<file path="config.mk">
export PLATFORM = sky130hd
export DESIGN_NAME = calc2_req_sched_flat
export DESIGN_NICKNAME = d
export VERILOG_FILES = /design/src/rtl/calc2_req_sched_if.sv /design/src/rtl/calc2_req_sched.sv /design/src/flat_wrapper.sv
export SDC_FILE = /design/constraint.sdc
export NUM_CORES = 1
export LEC_CHECK = 0
export ABC_AREA = 1
export CORE_MARGIN = 2
export CORE_UTILIZATION = 30
export DETAILED_ROUTE_END_ITERATION = 16
export DONT_BUFFER_PORTS = 1
export HOLD_SLACK_MARGIN = 0.15
export SETUP_SLACK_MARGIN = 0.1
export SYNTH_ARGS = -nofsm -noshare
export SYNTH_HDL_FRONTEND = slang
export SYNTH_SLANG_ARGS = --single-unit
</file>
<file path="constraint.sdc">
create_clock -name c_clk -period 4.9 [get_ports c_clk]
set_input_delay 0.98 -clock c_clk [delete_from_list [all_inputs] [get_ports c_clk]]
set_output_delay 0.98 -clock c_clk [all_outputs]
set_load 0.01 [all_outputs]
</file>
<file path="src/rtl/calc2_req_sched_if.sv">
// calc2_req_sched_if: bundles the four requester ports, the engine
// cmd/operand and response buses, and the per-port response outputs of the
// calc2 request scheduler.
//   master : requesters and engine side (drives requests and engine responses)
//   slave  : the scheduler itself
// Optional: CALC2_SCHED_STATS_EN adds grant_cnt (4x16, packed port4..port1).
interface calc2_req_sched_if #(
  parameter int unsigned DATA_W = 32
);
  // requester ports 1..4
  logic              req1_valid, req2_valid, req3_valid, req4_valid;
  logic              req1_ready, req2_ready, req3_ready, req4_ready;
  logic [3:0]        req1_cmd, req2_cmd, req3_cmd, req4_cmd;
  logic [DATA_W-1:0] req1_op1, req2_op1, req3_op1, req4_op1;
  logic [DATA_W-1:0] req1_op2, req2_op2, req3_op2, req4_op2;
  logic [1:0]        req1_tag, req2_tag, req3_tag, req4_tag;

  // engine issue bus
  logic [3:0]        eng_cmd_out;
  logic [DATA_W-1:0] eng_data_out;
  logic [3:0]        eng_tag_out;

  // engine response bus
  logic [1:0]        eng_resp_in;
  logic [DATA_W-1:0] eng_data_in;
  logic [3:0]        eng_tag_in;

  // per-port responses
  logic [1:0]        out_resp1, out_resp2, out_resp3, out_resp4;
  logic [DATA_W-1:0] out_data1, out_data2, out_data3, out_data4;
  logic [1:0]        out_tag1, out_tag2, out_tag3, out_tag4;

  logic              spurious_err;

`ifdef CALC2_SCHED_STATS_EN
  logic [3:0][15:0]  grant_cnt;
`endif

  modport master (
`ifdef CALC2_SCHED_STATS_EN
    input  grant_cnt,
`endif
    output req1_valid, req2_valid, req3_valid, req4_valid,
    input  req1_ready, req2_ready, req3_ready, req4_ready,
    output req1_cmd, req2_cmd, req3_cmd, req4_cmd,
    output req1_op1, req2_op1, req3_op1, req4_op1,
    output req1_op2, req2_op2, req3_op2, req4_op2,
    output req1_tag, req2_tag, req3_tag, req4_tag,
    input  eng_cmd_out, eng_data_out, eng_tag_out,
    output eng_resp_in, eng_data_in, eng_tag_in,
    input  out_resp1, out_resp2, out_resp3, out_resp4,
    input  out_data1, out_data2, out_data3, out_data4,
    input  out_tag1, out_tag2, out_tag3, out_tag4,
    input  spurious_err
  );

  modport slave (
`ifdef CALC2_SCHED_STATS_EN
    output grant_cnt,
`endif
    input  req1_valid, req2_valid, req3_valid, req4_valid,
    output req1_ready, req2_ready, req3_ready, req4_ready,
    input  req1_cmd, req2_cmd, req3_cmd, req4_cmd,
    input  req1_op1, req2_op1, req3_op1, req4_op1,
    input  req1_op2, req2_op2, req3_op2, req4_op2,
    input  req1_tag, req2_tag, req3_tag, req4_tag,
    output eng_cmd_out, eng_data_out, eng_tag_out,
    input  eng_resp_in, eng_data_in, eng_tag_in,
    output out_resp1, out_resp2, out_resp3, out_resp4,
    output out_data1, out_data2, out_data3, out_data4,
    output out_tag1, out_tag2, out_tag3, out_tag4,
    output spurious_err
  );
endinterface

</file>
<file path="src/rtl/calc2_req_sched.sv">
// calc2_req_sched: round-robin request scheduler in front of the calc2
// single-issue engine. It grants one of four requester ports per cycle,
// serialises legal commands onto the two-cycle cmd/operand engine bus, routes
// engine responses back by tag, tracks outstanding tags per port, and answers
// illegal commands locally with an error response.
// Ports:
//   c_clk  - clock
//   reset  - asynchronous active-low reset
//   bus    - calc2_req_sched_if.slave: reqN_* (N=1..4), eng_* issue and
//            response buses, out_respN/out_dataN/out_tagN, spurious_err
// Optional: CALC2_SCHED_STATS_EN adds bus.grant_cnt, per-port saturating
// 16-bit counters of legal grants.
module calc2_req_sched #(
  parameter int unsigned DATA_W          = 32,
  parameter int unsigned MAX_OUTSTANDING = 4
) (
  input  logic             c_clk,
  input  logic             reset,
  calc2_req_sched_if.slave bus
);

  localparam int unsigned NPORT = 4;
  localparam int unsigned CNT_W = 3;

  typedef enum logic [1:0] {
    IDLE   = 2'd0,
    ISSUE1 = 2'd1,
    ISSUE2 = 2'd2
  } state_t;

  state_t state_q, state_d;

  // request fields gathered into arrays indexed by port
  logic [NPORT-1:0]  req_valid;
  logic [3:0]        req_cmd [NPORT];
  logic [DATA_W-1:0] req_op1 [NPORT];
  logic [DATA_W-1:0] req_op2 [NPORT];
  logic [1:0]        req_tag [NPORT];

  assign req_valid  = {bus.req4_valid, bus.req3_valid, bus.req2_valid, bus.req1_valid};
  assign req_cmd[0] = bus.req1_cmd;
  assign req_cmd[1] = bus.req2_cmd;
  assign req_cmd[2] = bus.req3_cmd;
  assign req_cmd[3] = bus.req4_cmd;
  assign req_op1[0] = bus.req1_op1;
  assign req_op1[1] = bus.req2_op1;
  assign req_op1[2] = bus.req3_op1;
  assign req_op1[3] = bus.req4_op1;
  assign req_op2[0] = bus.req1_op2;
  assign req_op2[1] = bus.req2_op2;
  assign req_op2[2] = bus.req3_op2;
  assign req_op2[3] = bus.req4_op2;
  assign req_tag[0] = bus.req1_tag;
  assign req_tag[1] = bus.req2_tag;
  assign req_tag[2] = bus.req3_tag;
  assign req_tag[3] = bus.req4_tag;

  // tracking state
  logic [NPORT-1:0][3:0] busy_q;
  logic [CNT_W-1:0]      cnt_q [NPORT];
  logic [NPORT-1:0]      rej_pend_q;
  logic [1:0]            rej_tag_q [NPORT];
  logic [1:0]            rr_q;          // first port to consider next
  logic                  spur_q;

  // registered outputs
  logic [3:0]        eng_cmd_q;
  logic [DATA_W-1:0] eng_data_q;
  logic [3:0]        eng_tag_q;
  logic [DATA_W-1:0] op2_q;
  logic [1:0]        out_resp_q [NPORT];
  logic [DATA_W-1:0] out_data_q [NPORT];
  logic [1:0]        out_tag_q  [NPORT];

  function automatic logic cmd_legal(input logic [3:0] c);
    return (c == 4'd1) || (c == 4'd2) || (c == 4'd5) || (c == 4'd6);
  endfunction

  // Per-port eligibility from current tracking state
  logic [NPORT-1:0] elig;
  always_comb begin
    elig = '0;
    for (int n = 0; n < NPORT; n++) begin
      elig[n] = req_valid[n] && !busy_q[n][req_tag[n]] &&
                (cnt_q[n] < CNT_W'(MAX_OUTSTANDING)) && !rej_pend_q[n];
    end
  end

  // Round-robin arbiter; ready must stay low while reset is held
  logic       arb_en;
  logic       grant_vld;
  logic [1:0] grant_idx;
  logic [1:0] cand;
  assign arb_en = reset && ((state_q == IDLE) || (state_q == ISSUE2));

  always_comb begin
    grant_vld = 1'b0;
    grant_idx = '0;
    cand      = '0;
    if (arb_en) begin
      for (int i = 0; i < NPORT; i++) begin
        cand = rr_q + 2'(i);
        if (!grant_vld && elig[cand]) begin
          grant_vld = 1'b1;
          grant_idx = cand;
        end
      end
    end
  end

  logic [3:0] grant_cmd;
  logic       grant_legal;
  assign grant_cmd   = req_cmd[grant_idx];
  assign grant_legal = grant_vld && cmd_legal(grant_cmd);

  logic [NPORT-1:0] ready;
  always_comb begin
    ready = '0;
    if (grant_vld) ready[grant_idx] = 1'b1;
  end

  assign bus.req1_ready = ready[0];
  assign bus.req2_ready = ready[1];
  assign bus.req3_ready = ready[2];
  assign bus.req4_ready = ready[3];

  // Engine response decode; only an outstanding tag is a real retirement
  logic [1:0] rsp_port;
  logic [1:0] rsp_tag;
  logic       rsp_vld;
  logic       rsp_hit;
  assign rsp_port = bus.eng_tag_in[3:2];
  assign rsp_tag  = bus.eng_tag_in[1:0];
  assign rsp_vld  = (bus.eng_resp_in != 2'd0);
  assign rsp_hit  = rsp_vld && busy_q[rsp_port][rsp_tag];

  // Per-port set/clear/reject strobes
  logic [NPORT-1:0] set_v;
  logic [NPORT-1:0] clr_v;
  logic [NPORT-1:0] rej_new;
  always_comb begin
    set_v   = '0;
    clr_v   = '0;
    rej_new = '0;
    for (int n = 0; n < NPORT; n++) begin
      set_v[n]   = grant_legal && (grant_idx == 2'(n));
      clr_v[n]   = rsp_hit && (rsp_port == 2'(n));
      rej_new[n] = grant_vld && !grant_legal && (grant_idx == 2'(n));
    end
  end

  // FSM state register
  always_ff @(posedge c_clk or negedge reset) begin
    if (!reset) state_q <= IDLE;
    else        state_q <= state_d;
  end

  // FSM next state
  always_comb begin
    state_d = state_q;
    case (state_q)
      IDLE:    if (grant_legal) state_d = ISSUE1;
      ISSUE1:  state_d = ISSUE2;
      ISSUE2:  state_d = grant_legal ? ISSUE1 : IDLE;
      default: state_d = IDLE;
    endcase
  end

  // Engine issue bus, loaded for the state being entered
  always_ff @(posedge c_clk or negedge reset) begin
    if (!reset) begin
      eng_cmd_q  <= '0;
      eng_data_q <= '0;
      eng_tag_q  <= '0;
      op2_q      <= '0;
    end else begin
      case (state_d)
        ISSUE1: begin
          eng_cmd_q  <= grant_cmd;
          eng_data_q <= req_op1[grant_idx];
          eng_tag_q  <= {grant_idx, req_tag[grant_idx]};
          op2_q      <= req_op2[grant_idx];
        end
        ISSUE2: begin
          eng_cmd_q  <= '0;
          eng_data_q <= op2_q;
        end
        default: begin
          eng_cmd_q  <= '0;
          eng_data_q <= '0;
          eng_tag_q  <= '0;
        end
      endcase
    end
  end

  // Outstanding-tag tracking and round-robin pointer
  always_ff @(posedge c_clk or negedge reset) begin
    if (!reset) begin
      busy_q <= '0;
      rr_q   <= '0;
      spur_q <= 1'b0;
      for (int n = 0; n < NPORT; n++) cnt_q[n] <= '0;
    end else begin
      if (grant_vld) rr_q <= grant_idx + 2'd1;
      if (rsp_vld && !rsp_hit) spur_q <= 1'b1;
      for (int n = 0; n < NPORT; n++) begin
        // set and clear never hit the same tag: a busy tag blocks its grant
        if (set_v[n]) busy_q[n][req_tag[n]] <= 1'b1;
        if (clr_v[n]) busy_q[n][rsp_tag]    <= 1'b0;
        case ({set_v[n], clr_v[n]})
          2'b10:   cnt_q[n] <= cnt_q[n] + CNT_W'(1);
          2'b01:   cnt_q[n] <= cnt_q[n] - CNT_W'(1);
          default: cnt_q[n] <= cnt_q[n];
        endcase
      end
    end
  end

  // Per-port response outputs; engine responses take priority over rejects
  always_ff @(posedge c_clk or negedge reset) begin
    if (!reset) begin
      rej_pend_q <= '0;
      for (int n = 0; n < NPORT; n++) begin
        rej_tag_q[n]  <= '0;
        out_resp_q[n] <= '0;
        out_data_q[n] <= '0;
        out_tag_q[n]  <= '0;
      end
    end else begin
      for (int n = 0; n < NPORT; n++) begin
        if (clr_v[n]) begin
          out_resp_q[n] <= bus.eng_resp_in;
          out_data_q[n] <= bus.eng_data_in;
          out_tag_q[n]  <= rsp_tag;
          if (rej_new[n]) begin
            rej_pend_q[n] <= 1'b1;
            rej_tag_q[n]  <= req_tag[n];
          end
        end else if (rej_pend_q[n]) begin
          out_resp_q[n] <= 2'd2;
          out_data_q[n] <= '0;
          out_tag_q[n]  <= rej_tag_q[n];
          rej_pend_q[n] <= 1'b0;
        end else if (rej_new[n]) begin
          out_resp_q[n] <= 2'd2;
          out_data_q[n] <= '0;
          out_tag_q[n]  <= req_tag[n];
        end else begin
          out_resp_q[n] <= '0;
          out_data_q[n] <= '0;
          out_tag_q[n]  <= '0;
        end
      end
    end
  end

`ifdef CALC2_SCHED_STATS_EN
  localparam int unsigned GCNT_W = 16;
  logic [NPORT-1:0][GCNT_W-1:0] gcnt_q;

  // Saturating legal-grant counters
  always_ff @(posedge c_clk or negedge reset) begin
    if (!reset) begin
      gcnt_q <= '0;
    end else begin
      for (int n = 0; n < NPORT; n++) begin
        if (set_v[n] && (gcnt_q[n] != {GCNT_W{1'b1}})) gcnt_q[n] <= gcnt_q[n] + GCNT_W'(1);
      end
    end
  end

  assign bus.grant_cnt = gcnt_q;
`endif

  assign bus.eng_cmd_out  = eng_cmd_q;
  assign bus.eng_data_out = eng_data_q;
  assign bus.eng_tag_out  = eng_tag_q;
  assign bus.spurious_err = spur_q;

  assign bus.out_resp1 = out_resp_q[0];
  assign bus.out_resp2 = out_resp_q[1];
  assign bus.out_resp3 = out_resp_q[2];
  assign bus.out_resp4 = out_resp_q[3];
  assign bus.out_data1 = out_data_q[0];
  assign bus.out_data2 = out_data_q[1];
  assign bus.out_data3 = out_data_q[2];
  assign bus.out_data4 = out_data_q[3];
  assign bus.out_tag1  = out_tag_q[0];
  assign bus.out_tag2  = out_tag_q[1];
  assign bus.out_tag3  = out_tag_q[2];
  assign bus.out_tag4  = out_tag_q[3];

endmodule

</file>
<file path="src/flat_wrapper.sv">
// flat-port wrapper written by rule: the top's interface ports become plain ports
module calc2_req_sched_flat 
#(
  parameter int unsigned DATA_W          = 32,
  parameter int unsigned MAX_OUTSTANDING = 4
)
  (c_clk, reset, bus_req1_valid, bus_req2_valid, bus_req3_valid, bus_req4_valid, bus_req1_ready, bus_req2_ready, bus_req3_ready, bus_req4_ready, bus_req1_cmd, bus_req2_cmd, bus_req3_cmd, bus_req4_cmd, bus_req1_op1, bus_req2_op1, bus_req3_op1, bus_req4_op1, bus_req1_op2, bus_req2_op2, bus_req3_op2, bus_req4_op2, bus_req1_tag, bus_req2_tag, bus_req3_tag, bus_req4_tag, bus_eng_cmd_out, bus_eng_data_out, bus_eng_tag_out, bus_eng_resp_in, bus_eng_data_in, bus_eng_tag_in, bus_out_resp1, bus_out_resp2, bus_out_resp3, bus_out_resp4, bus_out_data1, bus_out_data2, bus_out_data3, bus_out_data4, bus_out_tag1, bus_out_tag2, bus_out_tag3, bus_out_tag4, bus_spurious_err);
  calc2_req_sched_if #(.DATA_W(DATA_W)) bus_i ();
  input  logic c_clk;
  input  logic reset;
  input wire logic [$bits(bus_i.req1_valid)-1:0] bus_req1_valid;
  input wire logic [$bits(bus_i.req2_valid)-1:0] bus_req2_valid;
  input wire logic [$bits(bus_i.req3_valid)-1:0] bus_req3_valid;
  input wire logic [$bits(bus_i.req4_valid)-1:0] bus_req4_valid;
  output wire logic [$bits(bus_i.req1_ready)-1:0] bus_req1_ready;
  output wire logic [$bits(bus_i.req2_ready)-1:0] bus_req2_ready;
  output wire logic [$bits(bus_i.req3_ready)-1:0] bus_req3_ready;
  output wire logic [$bits(bus_i.req4_ready)-1:0] bus_req4_ready;
  input wire logic [$bits(bus_i.req1_cmd)-1:0] bus_req1_cmd;
  input wire logic [$bits(bus_i.req2_cmd)-1:0] bus_req2_cmd;
  input wire logic [$bits(bus_i.req3_cmd)-1:0] bus_req3_cmd;
  input wire logic [$bits(bus_i.req4_cmd)-1:0] bus_req4_cmd;
  input wire logic [$bits(bus_i.req1_op1)-1:0] bus_req1_op1;
  input wire logic [$bits(bus_i.req2_op1)-1:0] bus_req2_op1;
  input wire logic [$bits(bus_i.req3_op1)-1:0] bus_req3_op1;
  input wire logic [$bits(bus_i.req4_op1)-1:0] bus_req4_op1;
  input wire logic [$bits(bus_i.req1_op2)-1:0] bus_req1_op2;
  input wire logic [$bits(bus_i.req2_op2)-1:0] bus_req2_op2;
  input wire logic [$bits(bus_i.req3_op2)-1:0] bus_req3_op2;
  input wire logic [$bits(bus_i.req4_op2)-1:0] bus_req4_op2;
  input wire logic [$bits(bus_i.req1_tag)-1:0] bus_req1_tag;
  input wire logic [$bits(bus_i.req2_tag)-1:0] bus_req2_tag;
  input wire logic [$bits(bus_i.req3_tag)-1:0] bus_req3_tag;
  input wire logic [$bits(bus_i.req4_tag)-1:0] bus_req4_tag;
  output wire logic [$bits(bus_i.eng_cmd_out)-1:0] bus_eng_cmd_out;
  output wire logic [$bits(bus_i.eng_data_out)-1:0] bus_eng_data_out;
  output wire logic [$bits(bus_i.eng_tag_out)-1:0] bus_eng_tag_out;
  input wire logic [$bits(bus_i.eng_resp_in)-1:0] bus_eng_resp_in;
  input wire logic [$bits(bus_i.eng_data_in)-1:0] bus_eng_data_in;
  input wire logic [$bits(bus_i.eng_tag_in)-1:0] bus_eng_tag_in;
  output wire logic [$bits(bus_i.out_resp1)-1:0] bus_out_resp1;
  output wire logic [$bits(bus_i.out_resp2)-1:0] bus_out_resp2;
  output wire logic [$bits(bus_i.out_resp3)-1:0] bus_out_resp3;
  output wire logic [$bits(bus_i.out_resp4)-1:0] bus_out_resp4;
  output wire logic [$bits(bus_i.out_data1)-1:0] bus_out_data1;
  output wire logic [$bits(bus_i.out_data2)-1:0] bus_out_data2;
  output wire logic [$bits(bus_i.out_data3)-1:0] bus_out_data3;
  output wire logic [$bits(bus_i.out_data4)-1:0] bus_out_data4;
  output wire logic [$bits(bus_i.out_tag1)-1:0] bus_out_tag1;
  output wire logic [$bits(bus_i.out_tag2)-1:0] bus_out_tag2;
  output wire logic [$bits(bus_i.out_tag3)-1:0] bus_out_tag3;
  output wire logic [$bits(bus_i.out_tag4)-1:0] bus_out_tag4;
  output wire logic [$bits(bus_i.spurious_err)-1:0] bus_spurious_err;
  assign bus_i.req1_valid = bus_req1_valid;
  assign bus_i.req2_valid = bus_req2_valid;
  assign bus_i.req3_valid = bus_req3_valid;
  assign bus_i.req4_valid = bus_req4_valid;
  assign bus_req1_ready = bus_i.req1_ready;
  assign bus_req2_ready = bus_i.req2_ready;
  assign bus_req3_ready = bus_i.req3_ready;
  assign bus_req4_ready = bus_i.req4_ready;
  assign bus_i.req1_cmd = bus_req1_cmd;
  assign bus_i.req2_cmd = bus_req2_cmd;
  assign bus_i.req3_cmd = bus_req3_cmd;
  assign bus_i.req4_cmd = bus_req4_cmd;
  assign bus_i.req1_op1 = bus_req1_op1;
  assign bus_i.req2_op1 = bus_req2_op1;
  assign bus_i.req3_op1 = bus_req3_op1;
  assign bus_i.req4_op1 = bus_req4_op1;
  assign bus_i.req1_op2 = bus_req1_op2;
  assign bus_i.req2_op2 = bus_req2_op2;
  assign bus_i.req3_op2 = bus_req3_op2;
  assign bus_i.req4_op2 = bus_req4_op2;
  assign bus_i.req1_tag = bus_req1_tag;
  assign bus_i.req2_tag = bus_req2_tag;
  assign bus_i.req3_tag = bus_req3_tag;
  assign bus_i.req4_tag = bus_req4_tag;
  assign bus_eng_cmd_out = bus_i.eng_cmd_out;
  assign bus_eng_data_out = bus_i.eng_data_out;
  assign bus_eng_tag_out = bus_i.eng_tag_out;
  assign bus_i.eng_resp_in = bus_eng_resp_in;
  assign bus_i.eng_data_in = bus_eng_data_in;
  assign bus_i.eng_tag_in = bus_eng_tag_in;
  assign bus_out_resp1 = bus_i.out_resp1;
  assign bus_out_resp2 = bus_i.out_resp2;
  assign bus_out_resp3 = bus_i.out_resp3;
  assign bus_out_resp4 = bus_i.out_resp4;
  assign bus_out_data1 = bus_i.out_data1;
  assign bus_out_data2 = bus_i.out_data2;
  assign bus_out_data3 = bus_i.out_data3;
  assign bus_out_data4 = bus_i.out_data4;
  assign bus_out_tag1 = bus_i.out_tag1;
  assign bus_out_tag2 = bus_i.out_tag2;
  assign bus_out_tag3 = bus_i.out_tag3;
  assign bus_out_tag4 = bus_i.out_tag4;
  assign bus_spurious_err = bus_i.spurious_err;
  calc2_req_sched #(.DATA_W(DATA_W), .MAX_OUTSTANDING(MAX_OUTSTANDING)) u_core (.c_clk(c_clk), .reset(reset), .bus(bus_i));
endmodule
</file>
# After elaboration in Yosys (flattened, before gate mapping)
# Index checks and enable logic that the tools add are counted.
dict set report word_totals {
  ff_bits 261
  elab_cells 284
}
dict set report classes {
  n_addsub 12
  n_lt_le_gt_ge 22
  n_eq_ne 26
  mux 112
  bitwise 10
  n_reduce_logical 67
}
# op n
set op_table {}
lappend op_table {{2-to-1 mux 32 bit} 8}
lappend op_table {{binary-select mux 32 bit (select 2 bit)} 2}
lappend op_table {{2-to-1 mux 2 bit} 32}
lappend op_table {{one-hot mux 32 bit (2 select lines)} 1}
lappend op_table {{2-to-1 mux 4 bit} 13}
lappend op_table {{logical AND 1 bit} 38}
lappend op_table {{less-than comparator 2 x 3 -> 1 bit (second input constant)} 11}
lappend op_table {{2-to-1 mux 1 bit} 32}
lappend op_table {{one-hot mux 3 bit (2 select lines)} 4}
lappend op_table {{equality test 2 bit (second input constant)} 10}
lappend op_table {{binary-select mux 1 bit (select 2 bit)} 9}
lappend op_table {{bitwise AND 4 bit} 4}
lappend op_table {{binary-select mux 4 bit (select 2 bit)} 2}
lappend op_table {{equality test 2 x 1 -> 1 bit (second input constant)} 8}
lappend op_table {{bitwise OR 4 bit} 4}
lappend op_table {{zero test 1 bit} 13}
lappend op_table {{adder 3 x 1 -> 3 bit (second input constant)} 4}
lappend op_table {{demux 1 bit (select 2 bit)} 6}
lappend op_table {{greater-or-equal comparator 2 x 1 -> 1 bit (second input constant)} 6}
lappend op_table {{less-than comparator 3 bit (second input constant)} 4}
lappend op_table {{subtractor 3 x 1 -> 3 bit (second input constant)} 4}
lappend op_table {{nonzero test 2 bit} 5}
lappend op_table {{equality test 4 x 3 -> 1 bit (second input constant)} 2}
lappend op_table {{inequality test 2 bit (second input constant)} 4}
lappend op_table {{13 further kinds} 23}

# Logic depth before layout (Yosys ltp)
dict set report logic_depth {
  depth_word 37
  ltp_mapped 28
  depth_no_buf 26
}

# Worst setup path after synthesis
# No wires, ideal clock.
dict set report synth_path {
  path_type {input to register}
  start {input bus_req4_tag[1]}
  end {register u_core.cnt_q[5] (netlist bit)}
  t_arrival_ps 4392
  slack_ps 377
  cell_stages 22
  n_path_buf 3
  path_cell_list {inv_1 nand2_1 nor2_1 nor2_1 nand3_1 nand3_1 nand2_2 nand3_2 nand3_2 nand3_2 buf_6 buf_2 clkbuf_1 ha_1 inv_1 nor2_1 nand2_1 ha_1 fa_1 a21oi_1 o21ai_0 xor2_1}
}
dict set report synth_via {
  elab_chain_cells 34
  word_cells_on_any_way 51
  classes_between {7 x eq/ne; 27 x mux; 1 x bitwise; 16 x reduce/logical}
}
# item line
set synth_rtl {}
lappend synth_rtl {{start, declared} flat_wrapper.sv:34} ;# input wire logic [$bits(bus_i.req4_tag)-1:0] bus_req4_tag;
lappend synth_rtl {{binary-select mux 1 bit (select 2 bit) *} calc2_req_sched.sv:84} ;# elig[n] = req_valid[n] && !busy_q[n][req_tag[n]] &&
lappend synth_rtl {{2-to-1 mux 1 bit (implied by the code) *} calc2_req_sched.sv:84}
lappend synth_rtl {{zero test 1 bit *} calc2_req_sched.sv:84}
lappend synth_rtl {{logical AND 1 bit * (2 in a row)} calc2_req_sched.sv:84}
lappend synth_rtl {{logical AND 1 bit *} calc2_req_sched.sv:85} ;# (cnt_q[n] < CNT_W'(MAX_OUTSTANDING)) && !rej_pend_q[n];
lappend synth_rtl {{binary-select mux 1 bit (select 2 bit)} calc2_req_sched.sv:103} ;# if (!grant_vld && elig[cand]) begin
lappend synth_rtl {{2-to-1 mux 1 bit (implied by the code)} calc2_req_sched.sv:103}
lappend synth_rtl {{2-to-1 mux 1 bit} calc2_req_sched.sv:103}
lappend synth_rtl {{[... 14 more ...]} n/a}
lappend synth_rtl {{binary-select mux 4 bit (select 2 bit)} calc2_req_sched.sv:113} ;# assign grant_cmd = req_cmd[grant_idx];
lappend synth_rtl {{2-to-1 mux 4 bit (implied by the code) (2 in a row)} calc2_req_sched.sv:113}
lappend synth_rtl {{equality test 4 x 1 -> 1 bit / equality test 4 x 2 -> 1 bit (equally long branches)} calc2_req_sched.sv:76} ;# return (c == 4'd1) || (c == 4'd2) || (c == 4'd5) || (c == 4'd6);
lappend synth_rtl {{logical OR 1 bit (3 in a row)} calc2_req_sched.sv:76}
lappend synth_rtl {{logical AND 1 bit} calc2_req_sched.sv:114} ;# assign grant_legal = grant_vld && cmd_legal(grant_cmd);
lappend synth_rtl {{logical AND 1 bit *} calc2_req_sched.sv:146} ;# set_v[n] = grant_legal && (grant_idx == 2'(n));
lappend synth_rtl {{equality test 2 x 1 -> 1 bit / equality test 2 bit (equally long branches)} calc2_req_sched.sv:211} ;# case ({set_v[n], clr_v[n]})
lappend synth_rtl {{one-hot mux 3 bit (2 select lines) / nonzero test 2 bit (equally long branches)} n/a}
lappend synth_rtl {{end signal, assigned by index} calc2_req_sched.sv:212} ;# 2'b10: cnt_q[n] <= cnt_q[n] + CNT_W'(1);
lappend synth_rtl {{end signal, assigned by index} calc2_req_sched.sv:213} ;# 2'b01: cnt_q[n] <= cnt_q[n] - CNT_W'(1);
lappend synth_rtl {{end signal, assigned by index} calc2_req_sched.sv:214} ;# default: cnt_q[n] <= cnt_q[n];
lappend synth_rtl {{end, declared} calc2_req_sched.sv:60} ;# logic [CNT_W-1:0] cnt_q [NPORT];
# Every way passes the cells marked *; elsewhere a longest branch is shown, timed or not. The select of a mux whose other input is x is not followed.
# A chain may end at the register's enable or synchronous reset.

# Worst setup path in the final report
dict set report layout_path {
  start {register u_core.rej_pend_q[2]}
  end {output bus_req2_ready}
}
dict set report layout_via {
  elab_chain_cells 23
  word_cells_on_any_way 35
  classes_between {2 x order compare; 24 x mux; 9 x reduce/logical}
}
# item line
set layout_rtl {}
lappend layout_rtl {{start, declared} calc2_req_sched.sv:61} ;# logic [NPORT-1:0] rej_pend_q;
lappend layout_rtl {{start signal, assigned} calc2_req_sched.sv:223} ;# rej_pend_q <= '0;
lappend layout_rtl {{start signal, assigned by index} calc2_req_sched.sv:237} ;# rej_pend_q[n] <= 1'b1;
lappend layout_rtl {{start signal, assigned by index} calc2_req_sched.sv:244} ;# rej_pend_q[n] <= 1'b0;
lappend layout_rtl {{zero test 1 bit *} calc2_req_sched.sv:85}
lappend layout_rtl {{logical AND 1 bit *} calc2_req_sched.sv:85}
lappend layout_rtl {{binary-select mux 1 bit (select 2 bit)} calc2_req_sched.sv:103}
lappend layout_rtl {{2-to-1 mux 1 bit (implied by the code)} calc2_req_sched.sv:103}
lappend layout_rtl {{2-to-1 mux 1 bit} calc2_req_sched.sv:103}
lappend layout_rtl {{2-to-1 mux 1 bit} calc2_req_sched.sv:100} ;# if (arb_en) begin
lappend layout_rtl {{zero test 1 bit} calc2_req_sched.sv:103}
lappend layout_rtl {{logical AND 1 bit} calc2_req_sched.sv:103}
lappend layout_rtl {{[... 7 more ...]} n/a}
lappend layout_rtl {{logical AND 1 bit} calc2_req_sched.sv:103}
lappend layout_rtl {{2-to-1 mux 2 bit} calc2_req_sched.sv:103}
lappend layout_rtl {{2-to-1 mux 2 bit} calc2_req_sched.sv:100}
lappend layout_rtl {{less-than comparator 2 x 3 -> 1 bit (implied by the code) / greater-or-equal comparator 2 x 1 -> 1 bit (equally long branches)} calc2_req_sched.sv:119} ;# if (grant_vld) ready[grant_idx] = 1'b1;
lappend layout_rtl {{logical AND 1 bit (implied by the code)} calc2_req_sched.sv:119}
lappend layout_rtl {{2-to-1 mux 1 bit (implied by the code)} calc2_req_sched.sv:119}
lappend layout_rtl {{demux 1 bit (select 2 bit)} n/a}
lappend layout_rtl {{2-to-1 mux 4 bit *} calc2_req_sched.sv:119}
lappend layout_rtl {{end, declared} flat_wrapper.sv:16} ;# output wire logic [$bits(bus_i.req2_ready)-1:0] bus_req2_ready;
# Marked as above.

==> run metrics <==
status complete, no violations; synthesis warning total 0; CP arrival 3.34 ns; count of final max-slew check failures 0; most frequent cells in the layout nand2_1, nor2_1, dfrtp_1, inv_1, o21ai_0; die area 42020 µm²; Worst-Margin Slew 0.8295 ns; site row count 73; Final Instance Area 13600 µm²; Hold/Removal Path Class in2async; final core utilization 0.3415; Clock Skews 0.01847 ns; overall power 0.008242 W; FF+latch count, synth 261; Root Driver clkbuf_16; post-synthesis sequential area ratio 0.5390; Max-cap violations 0; CTS buffer count 29; Mapped Nets 1852; Post-CTS Setup Bufs 0; DR vias/cell 5.087; Slew headroom 0.4470; Critical Path Fanout Max 24; most common library cell in the layout ignoring fill and taps nand2_1; Final min period 4.318 ns; R2R Path Start u_core.rej_pend_q[2]; post-cts sizing count 0; PwrDens 606.1 nW/µm²; gr usage total 0.1883; I/O Buffers 0; synthesized instance count 1516; Leak 6.974 nW; sequential cell area 6531 µm²; Hold Vio Cnt, Final 0; Area after DPL 12620 µm²; Remaining DRCs 0; Setup CP Type reg2out; Pre-antenna DRT Iters 6; worst skew pair latency 0.57 ns; width of the die 205.0 µm; top cell type's share of synthesized area 0.5390; cell taking the most area after synthesis dfrtp_1; area occupied by multi-input gates 4747 µm²; M3 GR Usage 0.05075; Top Usage Layer GRT met2; HPWL after detailed placement 30440 µm; Reg clk slew, reported paths 0.06 ns; CTS tree yes; Distinct cells, synth 35; # IOs 513; remaining antenna violation count 0; fin nets 1820; number of clock sinks 261; Worst Reg-to-Reg Cells 21; share of cells above drive strength 1 0.06242; first-pass GRT wire length 60310 µm; Peak Freq 231.6 MHz; total placed cells including tap cells 1978; met2 usage 0.3036; Initial DRC Count 881; Worst Setup End Kind output pin; Routed WL 41310 µm; largest cells by area after synthesis dfrtp_1, nand2_1, nor2_1, o21ai_0, inv_1; wire per inst 20.28 µm; GRT overflow 0; R2R setup slack 0.99 ns; Worst setup SP type flop; post-route insts no fill 2037; starting density of the core 0.3043; Post-Syn Area 12120 µm²; area delta synth->final 12.23%; initial antenna violation count 6; die height 205.0 µm; met1 usage in global routing 0.2353; pin count of the biggest net entering global routing 263; # setup viols final 0; setup TNS 0 ns; Max clock buf depth 3; number of fill cells 4173; Req. time, crit path 3.92 ns; H-tree levels 1; reg-to-reg endpoint u_core.cnt_q[5]; Final Wtd Congestion 0.8951; DR vias 10360; Syn Area/Cell 7.993 µm²; number of global-route vias before repair 9859; crit share post-route 0.8813; RSZ-0062 raised after global routing false; core area 39820 µm²; VDD IR max 0.3297 mV
cells by family (layout without fill, tap and decap cells):
logic type               after synthesis  count (layout)  share of synthesized area
buffers and inverters                219             209                    0.07135
multiplexers                           3               3                   0.002788
flip-flops                           261             261                     0.5390
XOR/XNOR                               9               9                   0.006504
adder cells (fa/ha/maj)               12              12                    0.01487
AND/OR/NAND/NOR                      745             745                     0.2463
AO/OA/AOI/OAI                        266             266                     0.1189
other                                  1               7                  0.0003095
registers in the layout (all words and copies together) (netlist names), 8 cells and up:
signal,cells
u_core.bus.eng_data_out,32
u_core.bus.out_data3,32
u_core.rej_tag_q,8
u_core.bus.out_data2,32
u_core.bus.out_data1,32
u_core.op2_q,32
u_core.cnt_q,12
u_core.bus.out_data4,32
u_core.busy_q,16
worst max-delay path, cell delays in order, from the launching register on:
cell and delay, ns:
dfrtp_1 0.43, inv_1 0.11, nand3_1 0.08, a21oi_1 0.24, nand3_1 0.14, nand2_1 0.10
nand2_1 0.05, nand2_1 0.11, nand4_2 0.20, nand2_4 0.19, nand3_4 0.30, inv_2 0.20
ha_1 0.15, inv_1 0.04, nor2_1 0.24, buf_4 0.18
final cells by class:
| class | count | share of cell area |
|---|---|---|
| diodes | 6 | 0.001104 |
| inverters | 137 | 0.03781 |
| well taps | 525 | 0.04830 |
| flip-flops and latches | 261 | 0.4803 |
| clock inverters | 19 | 0.01490 |
| multi-input cells | 1036 | 0.3491 |
| clock buffers | 34 | 0.05621 |
| repair buffers | 19 | 0.01233 |
power breakdown:
group,switching [W],internal (W),total (W)
combinational,0.00219,0.000874,0.00307
sequential,0.000364,0.00261,0.00297
clock,0.000954,0.00125,0.00220
total,0.00351,0.00473,0.00824
cell usage after synthesis (all sizes together):
cell / number
clkbuf: 55
fa: 4
xnor2: 5
o21bai: 1
a21oi: 72
nand2: 405
a31oi: 29
buf: 27
o21ai: 123
or2: 1
o22ai: 40
nand3: 49
ha: 8
xor2: 4
clkinv: 2
inv: 135
conb: 1
mux2: 3
nand4: 27
dfrtp: 261
nor2: 263
o211ai: 1
stage by stage:
step                hold slack (ns)  setup WS (ns)
floorplan                    0.4422         0.3770
global placement             0.4545         0.5563
detailed placement           0.4593         0.4888
CTS                         0.07679         0.5248
global route                0.08348         0.2048
finish                       0.1117         0.5816
worst max path at each step:
stage | start | slack, ns | to
after floorplan | bus_req4_tag[1] | 0.38 | u_core.cnt_q[5]
after global placement | bus_req4_tag[1] | 0.56 | u_core.cnt_q[2]
after detailed placement | bus_req4_tag[1] | 0.49 | u_core.cnt_q[11]
after CTS | u_core.rej_pend_q[2] | 0.52 | bus_req2_ready
after global routing | u_core.rej_pend_q[2] | 0.20 | bus_req2_ready
final | u_core.rej_pend_q[2] | 0.58 | bus_req2_ready
routing by layer:
metal,share of wire,vias up
li1,-,4768
met3,0.099,80
met1,0.39,4971
met5,0,-
met2,0.47,544
met4,0.041,0
Note: power is estimated with default switching activity, not from simulation.
